[src/rtl/bfly_r2_pipe_pkg.sv]
// Shared definitions for the radix-2 butterfly: mode encodings plus the
// rounding, halving and saturation helpers used on the wide accumulator.
package bfly_r2_pipe_pkg;

  typedef enum logic {
    BF_DIT = 1'b0,
    BF_DIF = 1'b1
  } bf_mode_e;

  // Wide enough for any DW+TW+2 intermediate when DW,TW <= 22.
  localparam int ACC_W = 48;
  typedef logic signed [ACC_W-1:0] acc_t;

  function automatic acc_t round_shift(input acc_t v, input int frac);
    acc_t half;
    half = acc_t'(1) <<< (frac - 1);
    return (v + half) >>> frac;
  endfunction

  function automatic acc_t half_up(input acc_t v);
    return (v + acc_t'(1)) >>> 1;
  endfunction

  function automatic acc_t sat_hi(input int dw);
    return (acc_t'(1) <<< (dw - 1)) - acc_t'(1);
  endfunction

  // The negative limit is ~hi, i.e. -2^(dw-1).
  function automatic logic is_sat(input acc_t v, input int dw);
    acc_t hi;
    hi = sat_hi(dw);
    return (v > hi) || (v < ~hi);
  endfunction

  function automatic acc_t saturate(input acc_t v, input int dw);
    acc_t hi;
    hi = sat_hi(dw);
    if (v > hi) return hi;
    if (v < ~hi) return ~hi;
    return v;
  endfunction

endpackage

[src/rtl/bfly_r2_pipe_cmul.sv]
// Complex multiplier: registers the four partial products (stage 2) and
// presents the combined, rounded product for the stage-3 register.
module cmul_pipe
  import bfly_r2_pipe_pkg::*;
#(
  parameter int PW    = 17,
  parameter int TW    = 16,
  parameter int TFRAC = 14
) (
  input  logic                 clk,
  input  logic                 rst_n,
  input  logic                 en_i,
  input  logic signed [PW-1:0] p_re_i,
  input  logic signed [PW-1:0] p_im_i,
  input  logic signed [TW-1:0] w_re_i,
  input  logic signed [TW-1:0] w_im_i,
  output acc_t                 re_o,
  output acc_t                 im_o
);

  localparam int MW = PW + TW;

  logic signed [MW-1:0] rr_q, ii_q, ri_q, ir_q;
  logic signed [MW-1:0] rr_d, ii_d, ri_d, ir_d;

  always_comb begin
    rr_d = MW'(p_re_i) * MW'(w_re_i);
    ii_d = MW'(p_im_i) * MW'(w_im_i);
    ri_d = MW'(p_re_i) * MW'(w_im_i);
    ir_d = MW'(p_im_i) * MW'(w_re_i);
  end

  always_ff @(posedge clk or negedge rst_n) begin
    if (!rst_n) begin
      rr_q <= '0;
      ii_q <= '0;
      ri_q <= '0;
      ir_q <= '0;
    end else if (en_i) begin
      rr_q <= rr_d;
      ii_q <= ii_d;
      ri_q <= ri_d;
      ir_q <= ir_d;
    end
  end

  assign re_o = round_shift(acc_t'(rr_q) - acc_t'(ii_q), TFRAC);
  assign im_o = round_shift(acc_t'(ri_q) + acc_t'(ir_q), TFRAC);

endmodule

[src/rtl/bfly_r2_pipe.sv]
// Three-stage radix-2 butterfly (DIT or DIF per sample) with a global
// stall: every stage holds while the output is valid and not accepted.
module bfly_r2_pipe
  import bfly_r2_pipe_pkg::*;
#(
  parameter int DW    = 16,
  parameter int TW    = 16,
  parameter int TFRAC = 14
) (
  input  logic                 clk,
  input  logic                 rst_n,
  input  logic                 in_valid,
  output logic                 in_ready,
  input  logic                 mode,
  input  logic                 scale,
  input  logic signed [DW-1:0] a_re,
  input  logic signed [DW-1:0] a_im,
  input  logic signed [DW-1:0] b_re,
  input  logic signed [DW-1:0] b_im,
  input  logic signed [TW-1:0] w_re,
  input  logic signed [TW-1:0] w_im,
  output logic                 out_valid,
  input  logic                 out_ready,
  output logic signed [DW-1:0] x_re,
  output logic signed [DW-1:0] x_im,
  output logic signed [DW-1:0] y_re,
  output logic signed [DW-1:0] y_im,
  output logic                 ovf,
  output logic                 ovf_sticky,
  input  logic                 ovf_clr
);

  localparam int PW = DW + 1;

  // Handshake: a sample transfers on in_valid & in_ready, a result on
  // out_valid & out_ready; in_ready is simply "the pipeline is not stalled".
  logic stall, adv;
  assign stall    = out_valid & ~out_ready;
  assign adv      = ~stall;
  assign in_ready = adv;

  // Stage 1: base operand (A or A+B) and multiplier operand (B or A-B).
  logic                 v1_q, scale1_q;
  bf_mode_e             mode1_q;
  logic signed [PW-1:0] xb_re1_q, xb_im1_q, p_re1_q, p_im1_q;
  logic signed [PW-1:0] xb_re1_d, xb_im1_d, p_re1_d, p_im1_d;
  logic signed [TW-1:0] w_re1_q, w_im1_q;

  always_comb begin
    xb_re1_d = PW'(a_re);
    xb_im1_d = PW'(a_im);
    p_re1_d  = PW'(b_re);
    p_im1_d  = PW'(b_im);
    if (bf_mode_e'(mode) == BF_DIF) begin
      xb_re1_d = PW'(a_re) + PW'(b_re);
      xb_im1_d = PW'(a_im) + PW'(b_im);
      p_re1_d  = PW'(a_re) - PW'(b_re);
      p_im1_d  = PW'(a_im) - PW'(b_im);
    end
  end

  always_ff @(posedge clk or negedge rst_n) begin
    if (!rst_n) begin
      v1_q     <= 1'b0;
      mode1_q  <= BF_DIT;
      scale1_q <= 1'b0;
      xb_re1_q <= '0;
      xb_im1_q <= '0;
      p_re1_q  <= '0;
      p_im1_q  <= '0;
      w_re1_q  <= '0;
      w_im1_q  <= '0;
    end else if (adv) begin
      v1_q     <= in_valid;
      mode1_q  <= bf_mode_e'(mode);
      scale1_q <= scale;
      xb_re1_q <= xb_re1_d;
      xb_im1_q <= xb_im1_d;
      p_re1_q  <= p_re1_d;
      p_im1_q  <= p_im1_d;
      w_re1_q  <= w_re;
      w_im1_q  <= w_im;
    end
  end

  // Stage 2: products live in the multiplier; side data travels alongside.
  logic                 v2_q, scale2_q;
  bf_mode_e             mode2_q;
  logic signed [PW-1:0] xb_re2_q, xb_im2_q;
  acc_t                 prod_re, prod_im;

  cmul_pipe #(.PW(PW), .TW(TW), .TFRAC(TFRAC)) u_cmul (
    .clk    (clk),
    .rst_n  (rst_n),
    .en_i   (adv),
    .p_re_i (p_re1_q),
    .p_im_i (p_im1_q),
    .w_re_i (w_re1_q),
    .w_im_i (w_im1_q),
    .re_o   (prod_re),
    .im_o   (prod_im)
  );

  always_ff @(posedge clk or negedge rst_n) begin
    if (!rst_n) begin
      v2_q     <= 1'b0;
      mode2_q  <= BF_DIT;
      scale2_q <= 1'b0;
      xb_re2_q <= '0;
      xb_im2_q <= '0;
    end else if (adv) begin
      v2_q     <= v1_q;
      mode2_q  <= mode1_q;
      scale2_q <= scale1_q;
      xb_re2_q <= xb_re1_q;
      xb_im2_q <= xb_im1_q;
    end
  end

  // Stage 3: combine at full width, optional halving, then saturate.
  acc_t                 pre [4];
  logic signed [DW-1:0] res_d [4];
  logic signed [DW-1:0] res_q [4];
  acc_t                 sat_v;
  logic                 any_sat, ovf_d, out_valid_q, ovf_q, ovf_sticky_q, ovf_sticky_d;

  always_comb begin
    pre[0] = acc_t'(xb_re2_q);
    pre[1] = acc_t'(xb_im2_q);
    pre[2] = prod_re;
    pre[3] = prod_im;
    if (mode2_q == BF_DIT) begin
      pre[0] = acc_t'(xb_re2_q) + prod_re;
      pre[1] = acc_t'(xb_im2_q) + prod_im;
      pre[2] = acc_t'(xb_re2_q) - prod_re;
      pre[3] = acc_t'(xb_im2_q) - prod_im;
    end
    any_sat = 1'b0;
    sat_v   = '0;
    for (int k = 0; k < 4; k++) begin
      if (scale2_q) pre[k] = half_up(pre[k]);
      any_sat  = any_sat | is_sat(pre[k], DW);
      sat_v    = saturate(pre[k], DW);
      res_d[k] = sat_v[DW-1:0];
    end
    ovf_d        = v2_q & any_sat;
    ovf_sticky_d = (ovf_sticky_q & ~ovf_clr) | (adv & ovf_d);
  end

  always_ff @(posedge clk or negedge rst_n) begin
    if (!rst_n) begin
      out_valid_q  <= 1'b0;
      ovf_q        <= 1'b0;
      ovf_sticky_q <= 1'b0;
      for (int k = 0; k < 4; k++) res_q[k] <= '0;
    end else begin
      ovf_sticky_q <= ovf_sticky_d;
      if (adv) begin
        out_valid_q <= v2_q;
        ovf_q       <= ovf_d;
        for (int k = 0; k < 4; k++) res_q[k] <= res_d[k];
      end
    end
  end

  assign out_valid  = out_valid_q;
  assign ovf        = ovf_q;
  assign ovf_sticky = ovf_sticky_q;
  assign x_re       = res_q[0];
  assign x_im       = res_q[1];
  assign y_re       = res_q[2];
  assign y_im       = res_q[3];

endmodule

[config.mk]
export PLATFORM = sky130hd
export DESIGN_NAME = bfly_r2_pipe
export DESIGN_NICKNAME = d
export VERILOG_FILES = /design/src/rtl/bfly_r2_pipe_pkg.sv /design/src/rtl/bfly_r2_pipe_cmul.sv /design/src/rtl/bfly_r2_pipe.sv
export SDC_FILE = /design/constraint.sdc
export NUM_CORES = 2
export LEC_CHECK = 0
export CORE_AREA = 2 2 382 289
export DETAILED_ROUTE_END_ITERATION = 8
export DIE_AREA = 0 0 384 291
export GPL_TIMING_DRIVEN = 0
export PLACE_DENSITY = 0.95
export SETUP_SLACK_MARGIN = 0.15
export SLEW_MARGIN = 20
export SYNTH_ARGS = -nofsm -noshare
export SYNTH_HDL_FRONTEND = slang
export SYNTH_SLANG_ARGS = --single-unit
[constraint.sdc]
create_clock -name clk -period 8.1 [get_ports clk]
set_clock_uncertainty 0.1 [all_clocks]
set_input_delay 0.81 -clock clk [delete_from_list [all_inputs] [get_ports clk]]
set_output_delay 0.81 -clock clk [all_outputs]
set_load 0.1 [all_outputs]
* Yosys cells after proc, flatten, opt, wreduce, memory -nomap -nowiden
Index checks and enable logic that the tools add are counted.
Storage, ports and cells: bits in registers 339, bits of input ports 103
Operators by class: add/sub/neg operators 16, $mul 4, magnitude comparators 8, mux-type cells 37, bitwise gates (word level) 11, reduce and logical (&&, ||, !) cells 4
Operators by type and width (count):
- 16-bit two-way mux | 16
- 48-bit by 2-bit adder with 48-bit output, second input constant | 4
- 48-bit by 16-bit > comparator with 1-bit output, second input constant | 4
- 48-bit by 16-bit less-than comparator with 1-bit output, second input constant | 4
- 192-bit two-way mux | 1
- 48-bit two-way mux | 4
- 17-bit by 16-bit multiplier with 33-bit output | 4
- 17-bit by 34-bit adder with 35-bit output | 2
- 34-bit by 15-bit adder with 35-bit output, second input constant | 2
- 17-bit by 34-bit subtractor with 35-bit output | 2
- 17-bit two-way mux | 4
- 16-bit by 16-bit adder with 17-bit output | 2
- 33-bit by 33-bit adder with 34-bit output | 1
- 16-bit by 16-bit subtractor with 17-bit output | 2
- 33-bit by 33-bit subtractor with 34-bit output | 1
- 1-bit two-way mux | 12
- 1-bit AND | 4
- 1-bit logical OR | 4
- 1-bit bitwise OR | 4
- 1-bit inverter | 3

* Logic depth before layout (Yosys ltp)
word-level depth 14, depth in mapped cells 32, depth with buffers taken out 30

* Hierarchy
Synthesis repeated with hierarchy kept, for this count alone.
Second synthesis, totals: cells, all modules 10623, area, all modules 85161.7 µm²
Modules (own cells, without submodules):
- cmul_pipe | instances 1, cells an instance 5353, area each 49447.4 µm², seq. area each 3303.2 µm²
- bfly_r2_pipe | instances 1, cells an instance 5270, area each 35714.3 µm², seq. area each 5180.0 µm²

* Worst setup path before layout
Ideal clock, no wire load.
kind flip-flop to flip-flop, start register u_cmul.ir_q[8], end register ovf_sticky_q, in the netlist ovf_sticky, setup time 139 ps, data arrival time 7013 ps, path slack 848 ps, cell stages (with the launch flop) 28, path buffers 1, cells stage by stage dfrtp_1 > ha_1 > ha_1 > a21o_1 > a31o_2 > o2bb2ai_1 > or4_4 > a31oi_1 > nor2b_1 > o31ai_1 > inv_1 > ha_1 > clkbuf_1 > inv_1 > o21bai_1 > a221oi_1 > a21oi_1 > o31ai_1 > nand3_1 > nor4_1 > nand3_1 > xnor2_1 > a21oi_1 > or4b_1 > o31ai_1 > nand2_1 > a2111oi_2 > o22ai_1
Between the ends: cells in the longest elaborated chain, start to end 14, elaborated cells between the ends (all ways) 21, those cells by class add/sub: 6; order compare: 4; mux: 3; bitwise: 6; reduce/logical: 2
RTL lines:
- start, declared | line bfly_r2_pipe_cmul.sv:23 | logic signed [MW-1:0] rr_q, ii_q, ri_q, ir_q;
- start signal, assigned | line bfly_r2_pipe_cmul.sv:43 | ir_q <= ir_d;
- 33-bit by 33-bit adder with 34-bit output (*) | line bfly_r2_pipe_cmul.sv:48 | assign im_o = round_shift(acc_t'(ri_q) + acc_t'(ir_q), TFRAC);
- 34-bit by 15-bit adder with 35-bit output (*) | line bfly_r2_pipe_pkg.sv:17 | return (v + half) >>> frac;
- 17-bit by 34-bit adder with 35-bit output | line bfly_r2_pipe.sv:134 | pre[1] = acc_t'(xb_im2_q) + prod_im;
- 192-bit two-way mux (*) | line bfly_r2_pipe.sv:132 | if (mode2_q == BF_DIT) begin
- 48-bit by 2-bit adder with 48-bit output | line bfly_r2_pipe_pkg.sv:21 | return (v + acc_t'(1)) >>> 1;
- 48-bit two-way mux | line bfly_r2_pipe.sv:141 | if (scale2_q) pre[k] = half_up(pre[k]);
- 48-bit by 16-bit > comparator with 1-bit output / 48-bit by 16-bit less-than comparator with 1-bit output (equally long branches) | line bfly_r2_pipe_pkg.sv:32 | return (v > hi) || (v < ~hi);
- 1-bit logical OR | line bfly_r2_pipe_pkg.sv:32
- 1-bit bitwise OR (2 in series) | line bfly_r2_pipe.sv:142 | any_sat = any_sat | is_sat(pre[k], DW);
- 1-bit bitwise OR (*) | line bfly_r2_pipe.sv:142
- 1-bit AND (*) | line bfly_r2_pipe.sv:146 | ovf_d = v2_q & any_sat;
- 1-bit AND (*) | line bfly_r2_pipe.sv:147 | ovf_sticky_d = (ovf_sticky_q & ~ovf_clr) | (adv & ovf_d);
- 1-bit bitwise OR (*) | line bfly_r2_pipe.sv:147
- net ovf_sticky_d | line bfly_r2_pipe.sv:125 | logic any_sat, ovf_d, out_valid_q, ovf_q, ovf_sticky_q, ovf_sticky_d;
- end signal, assigned | line bfly_r2_pipe.sv:157 | ovf_sticky_q <= ovf_sticky_d;
- end, declared | line bfly_r2_pipe.sv:125
Mark *: on every way through the listed nets, which the timed path passes. The rest lies on a longest branch. A chain may end at the register's enable or synchronous reset.

* Worst setup path after layout
start register p_im1_q[16], end register u_cmul.ii_q[30]
Between the ends: cells in the longest elaborated chain, start to end 1
RTL lines:
- start, declared | line bfly_r2_pipe.sv:45 | logic signed [PW-1:0] xb_re1_q, xb_im1_q, p_re1_q, p_im1_q;
- start signal, assigned | line bfly_r2_pipe.sv:80 | p_im1_q <= p_im1_d;
- 17-bit by 16-bit multiplier with 33-bit output | line bfly_r2_pipe_cmul.sv:28 | ii_d = MW'(p_im_i) * MW'(w_im_i);
- end signal, assigned | line bfly_r2_pipe_cmul.sv:41 | ii_q <= ii_d;
- end, declared | line bfly_r2_pipe_cmul.sv:23
No other way between the ends.

==> qor.yml <==
yosysTopAreaCell: "fa_1"
fillers: 8373
fp.dieW_um: 384
hold_buffers: 0
syn_area_um2: 69800
first_global_vias: 64200
gr-total-overflow: 0
syn_inst: 8235
yosysMostFrequentCell: "inv_1"
wl_per_cell_um: 29.6
postRouteAntennaNets: 0
io_buffers: 169
cts_sinks: 339
status: "finished, violations left"
rsz0062_at_grt: "true"
die_y_um: 291
drt-total-wl_mm: 296
cts_tree: "done"
grt_use_total: 0.522
mappedNetlistNets: 10100
worst_pin_slew_ns: 1.28
wl_met3_mm: 59.7
postSynthAreaPerCell_um2: 8.48
grt_antenna_before_repair: 38
crit_path_start_kind: "flip-flop"
coreArea_um2: 108000
netlist_top_cells_area: "fa_1 32%, dfrtp_1 12%, ha_1 11%"
hold_violations: 0
drv_cap: 0
clock.fmax_mhz: 122
grt_max_degree: 99
drc: 0
synth_seq_area_share: 0.122
hp-class: "input pin to asynchronous set/reset pin"
netlist.area_leader.share: 0.319
grt_pass1_wl_mm: 421
layout_setup_ws_ns: -0.0780
slew_headroom: 0.148
wirelength_met1_mm: 106
reg2reg_depth: 20
root_buffer: "clkbuf_16"
place_area_um2: 73500
wl_met2_mm: 110
slew_viol_final: 0
setup_viol: 2
period_share: 1.01
final_cell_area_um2: 77100
highest_layer: "met5"
rows: 105
ys_warn_count: 0
finalWeightedCongestion: 1.13
crit_fanout: 10
period_needed_ns: 8.18
worst_ep_required_time_ns: 8.50
critical_path_class: "flip-flop to flip-flop"
ys.flop_type: "dfrtp_1"
synth-async-reset-ratio: 1.00
clkLatencyLatePin_ns: 0.65
hpwl_mm: 240
drive_above_1_share: 0.0764
cts_buffer_depth: 3
violations: "negative setup slack"
vias_per_cell: 6.58
fin_util: 0.711
arrival_ns: 8.57
synthTopCellsByCount: "1400 x inv_1, 1193 x nand2_1, 1112 x fa_1, 619 x ha_1, 433 x and2_1"
first_pass_iters: 8
ys_ff_latch: 339
clkTransAtPathRegs_ns: 0.07
start_util: 0.644
io_pins: 171
area_growth_pct: 10.4
critPathCaptureType: "flip-flop"
fp.dieArea_um2: 112000
reg2reg_slack_ns: -0.08
drtIter0Drc: 9774
cts-buffers-inserted: 42
htreeDepth: 2
fin_nets: 10300
synth_edf_count: 0
ys_types: 113
via_count: 65800
[layer usage]
layer,global-route usage,vias up
met5,0.00474,-
met4,0.280,24
met3,0.314,1204
met2,0.655,5560
met1,0.690,32200
li1,-,26800
[registers in the layout, indices dropped and copies added (netlist names), 16 cells and up]
register     flops
xb_im2_q        17
x_im            16
x_re            16
xb_re2_q        17
p_im1_q         17
y_im            16
xb_re1_q        17
u_cmul.ii_q     33
u_cmul.ir_q     33
w_im1_q         16
w_re1_q         16
xb_im1_q        17
u_cmul.ri_q     33
u_cmul.rr_q     33
y_re            16
p_re1_q         17
[layout make-up]
| type | instances | area, um2 | area share |
|---|---|---|---|
| Inverter | 1401 | 5260 | 0.0683 |
| Tap cell | 1444 | 1810 | 0.0234 |
| Buffer | 411 | 2420 | 0.0314 |
| Clock inverter | 24 | 265 | 0.00344 |
| Timing Repair Buffer | 224 | 2150 | 0.0278 |
| Antenna cell | 27 | 67.6 | 0.000877 |
| Clock buffer | 52 | 1120 | 0.0145 |
| Multi-Input combinational cell | 6078 | 55400 | 0.719 |
| Sequential cell | 339 | 8560 | 0.111 |
[stage by stage]
step / hold slack (ns) / TNS [ns] / worst slack [ns] / instances
6_report: 0.00886 / -0.134 / -0.0780 / 10000
5_1_grt: 0.0621 / -0.128 / -0.106 / 9979
4_1_cts: 0.0246 / 0 / 0.152 / 9931
3_5_place_dp: 0.357 / -149.30 / -4.06 / 9854
3_3_place_gp: 0.347 / -3216.17 / -9.12 / 9848
2_1_floorplan: 0.331 / 0 / 0.848 / 8235
[kinds of logic after synthesis]
logic type | count (synthesis) | share of synthesized area
AOI/OAI and AO/OA | 1328 | 0.123
xor gates and xnor gates | 267 | 0.0335
adders and majority gates | 1731 | 0.430
buffers and inverters | 1818 | 0.0996
DFF | 339 | 0.122
muxes | 61 | 0.00895
and+or+nand+nor | 2691 | 0.183
[critical path, stage by stage, from the launching register on]
cell	delay (ns)
dfrtp_4	0.60
clkbuf_1	0.64
nand2_1	0.22
inv_1	0.12
fa_1	0.63
fa_2	0.83
inv_1	0.15
fa_1	0.56
inv_1	0.05
fa_1	0.50
fa_1	0.54
fa_1	0.50
ha_1	0.31
clkbuf_1	0.25
and3_1	0.29
a211o_1	0.32
o211ai_1	0.20
o21bai_1	0.12
a21oi_1	0.24
xor2_2	0.68
a21oi_1	0.15
[worst paths after layout]
path,startpoint,endpoint
hold / removal,rst_n,x_im[10]
setup / recovery,p_im1_q[16],u_cmul.ii_q[30]
min in group clk,u_cmul.ii_q[0],u_cmul.ii_q[0]
max in group asynchronous,rst_n,w_im1_q[1]
setup reg to reg,p_im1_q[16],u_cmul.ii_q[30]
hold reg to reg,u_cmul.ii_q[0],u_cmul.ii_q[0]
[cells in the final DEF, fill, tap and decap left out, drive strengths merged, types with 99 or more instances in the layout]
cell type / n
nor2: 403
clkbuf: 377
nand2b: 120
dfrtp: 339
fa: 1112
a21oi: 398
clkdlybuf4s50: 162
inv: 1408
xor2: 99
nor3: 112
ha: 619
and2: 436
xnor2: 168
nand3: 105
o21ai: 308
nand2: 1195
buf: 148
[what timing repair did]
item                       in CTS  in global routing
resized for setup             344                345
setup endpoints to repair     109                 81
pin swaps                      10                 41
setup buffers                   7                 40
Power is not shown: default switching activity piles up to over one toggle a cycle in this logic, so the estimate is an artifact.
==> patch: new RTL, same flow settings <==
Make the reset (`rst_n`) synchronous in 4 clocked blocks.
--- a/src/rtl/bfly_r2_pipe_cmul.sv
+++ b/src/rtl/bfly_r2_pipe_cmul.sv
@@ -32,3 +32,3 @@
 
-  always_ff @(posedge clk or negedge rst_n) begin
+  always_ff @(posedge clk) begin
     if (!rst_n) begin
--- a/src/rtl/bfly_r2_pipe.sv
+++ b/src/rtl/bfly_r2_pipe.sv
@@ -61,3 +61,3 @@
 
-  always_ff @(posedge clk or negedge rst_n) begin
+  always_ff @(posedge clk) begin
     if (!rst_n) begin
@@ -103,3 +103,3 @@
 
-  always_ff @(posedge clk or negedge rst_n) begin
+  always_ff @(posedge clk) begin
     if (!rst_n) begin
@@ -149,3 +149,3 @@
 
-  always_ff @(posedge clk or negedge rst_n) begin
+  always_ff @(posedge clk) begin
     if (!rst_n) begin
Check against the original RTL: not equivalent (a bounded check fails within 4 cycles, from zero or initial values and one cycle with rst_n low; the reset may be asserted at any time).
==> patch against the unedited design <==
- the run ends with design-rule violations left
- setup slack better by 0.15 ns
- via count decreased by 0.77%
- routed wire length decreased by 3.1%
- die area stayed put
- highest routed layer unchanged
- area after synthesis down 0.93%
- cell area fell by 1.1%
- sequential cell count is the same
- critical endpoint is now u_cmul.ii_q[32]
Power is left out: it rests on default switching activity, and per cell area and clock period it moved more than threefold.
==> patch: results (changes against the unedited design) <==
DRC viols=8 (+8); GRT Total Usage=0.508 (-0.0145); Clock Latency Late Sink=0.67 ns (+0.02 ns); vias in the first global route=63600 (-0.92%); register area share after synthesis=0.107 (-0.0141); Critical path origin=w_im1_q[12]; worst min path class=reg2reg; GP Congestion=1.10 (-2.6%); placed cell area=72700 um^2 (-1.1%); DPL Wire Length=232000 um (-3.4%); worst-path fanout max=12 (+2); asr flop ratio synth=0 (-1.00); drt first pass iters=9 (+1); Worst-Margin Slew=1.34 ns (+0.0658 ns); drt initial violations=9372 (-4.1%); DR WL/cell=28.7 um (-3.1%); Reg2Reg Setup Slack=0.07 ns (+0.15 ns); failing checks=design-rule violations; Post-synth EDFFs=64 (+64); top post-synthesis cells by area=fa_1 (32%), ha_1 (11%), dfxtp_1 (8.0%); Worst EP arrival=8.43 ns (-0.14 ns); R2R depth=27 (+35%); Nets=10300 (-0.26%); Vias=65300 (-0.77%); initial antenna violation count=50 (+32%); largest net degree at the start of global routing=72 (-27%); Worst R2R End=u_cmul.ii_q[32]; status=finished, violations left; fill count=8415 (+0.50%); top cells by count, synth=inv_1 (1398), nand2_1 (1170), fa_1 (1112); Synth cell types=106 (-6.2%); max FFs per register=64; clk slew on worst S/H paths=0.07 ns (about the same)
## patch: how the worst min path moves through the flow
stage | depth (start not counted) | slack, ns | endpoint
after global routing | 2 | 0.39 | u_cmul.ii_q[3]
final | 2 | 0.36 | xb_im1_q[11]
after detailed placement | 2 | 0.34 | xb_im1_q[11]
after CTS | 2 | 0.36 | xb_im1_q[11]
after global placement | 2 | 0.34 | xb_im1_q[8]
after floorplan | 2 | 0.32 | xb_im1_q[10]
## patch: repair_timing
action / 4_1_cts / 5_1_grt
setup endpoints to repair: 114 / 93
gates resized for setup: 304 / 431
pin swaps: 10 / 29
buffers inserted: 10 / 26
## patch: cells by family after synthesis
group                      Yosys count  synth area share
and+or+nand+nor                   2644             0.185
buffers and inverters             1838             0.100
adders and majority gates         1730             0.434
AOI/OAI and AO/OA                 1361             0.133
DFF                                339             0.107
xor gates and xnor gates           248            0.0314
muxes                               62           0.00921
## patch: metrics by stage
step | util | std cells | hold WS (ns)
detailed placement | 0.671 | 9835 | 0.342
finish | 0.704 | 9996 | 0.362
global route | 0.703 | 9953 | 0.394
floorplan | - | 8222 | 0.325
CTS | 0.691 | 9922 | 0.359
global placement | 0.670 | 9835 | 0.341
## patch: area by class of cell
type	instances	area [um^2]	share of cell area
well taps	1444	1810	0.0237
multi-input cells	6045	55800	0.731
repair buffers	205	1970	0.0259
inverters	1401	5260	0.0690
clock inverters	22	225	0.00295
clock buffers	55	1190	0.0156
diodes	48	120	0.00158
flip-flops and latches	339	7490	0.0982
plain buffers	437	2430	0.0319
## patch: worst max-delay path: stages (launching register included)
cell      delay, ns
dfxtp_2        0.70
clkbuf_2       0.64
and2_1         0.29
fa_1           0.44
ha_1           0.29
inv_1          0.05
fa_1           0.47
inv_1          0.05
fa_1           0.47
inv_1          0.05
fa_1           0.48
inv_1          0.05
fa_1           0.47
ha_1           0.34
or2_2          0.33
o31ai_1        0.07
a31oi_1        0.09
a211o_1        0.37
o41ai_4        0.33
buf_4          0.20
nor2_2         0.07
nor3_2         0.19
or4_1          0.17
nand3_1        0.14
o41ai_4        0.29
o21ai_0        0.18
xnor2_1        0.36
o22ai_1        0.12
## patch: per-layer routing
| metal | vias to the layer above | wire length (um) | GRT usage | part of all wire |
|---|---|---|---|---|
| li1 | 26900 | - | - | - |
| met1 | 31800 | 105000 | 0.682 | 0.37 |
| met2 | 5529 | 108000 | 0.657 | 0.38 |
| met3 | 1151 | 53800 | 0.261 | 0.19 |
| met4 | 40 | 19200 | 0.263 | 0.067 |
| met5 | - | 556 | 0.0185 | 0.0019 |
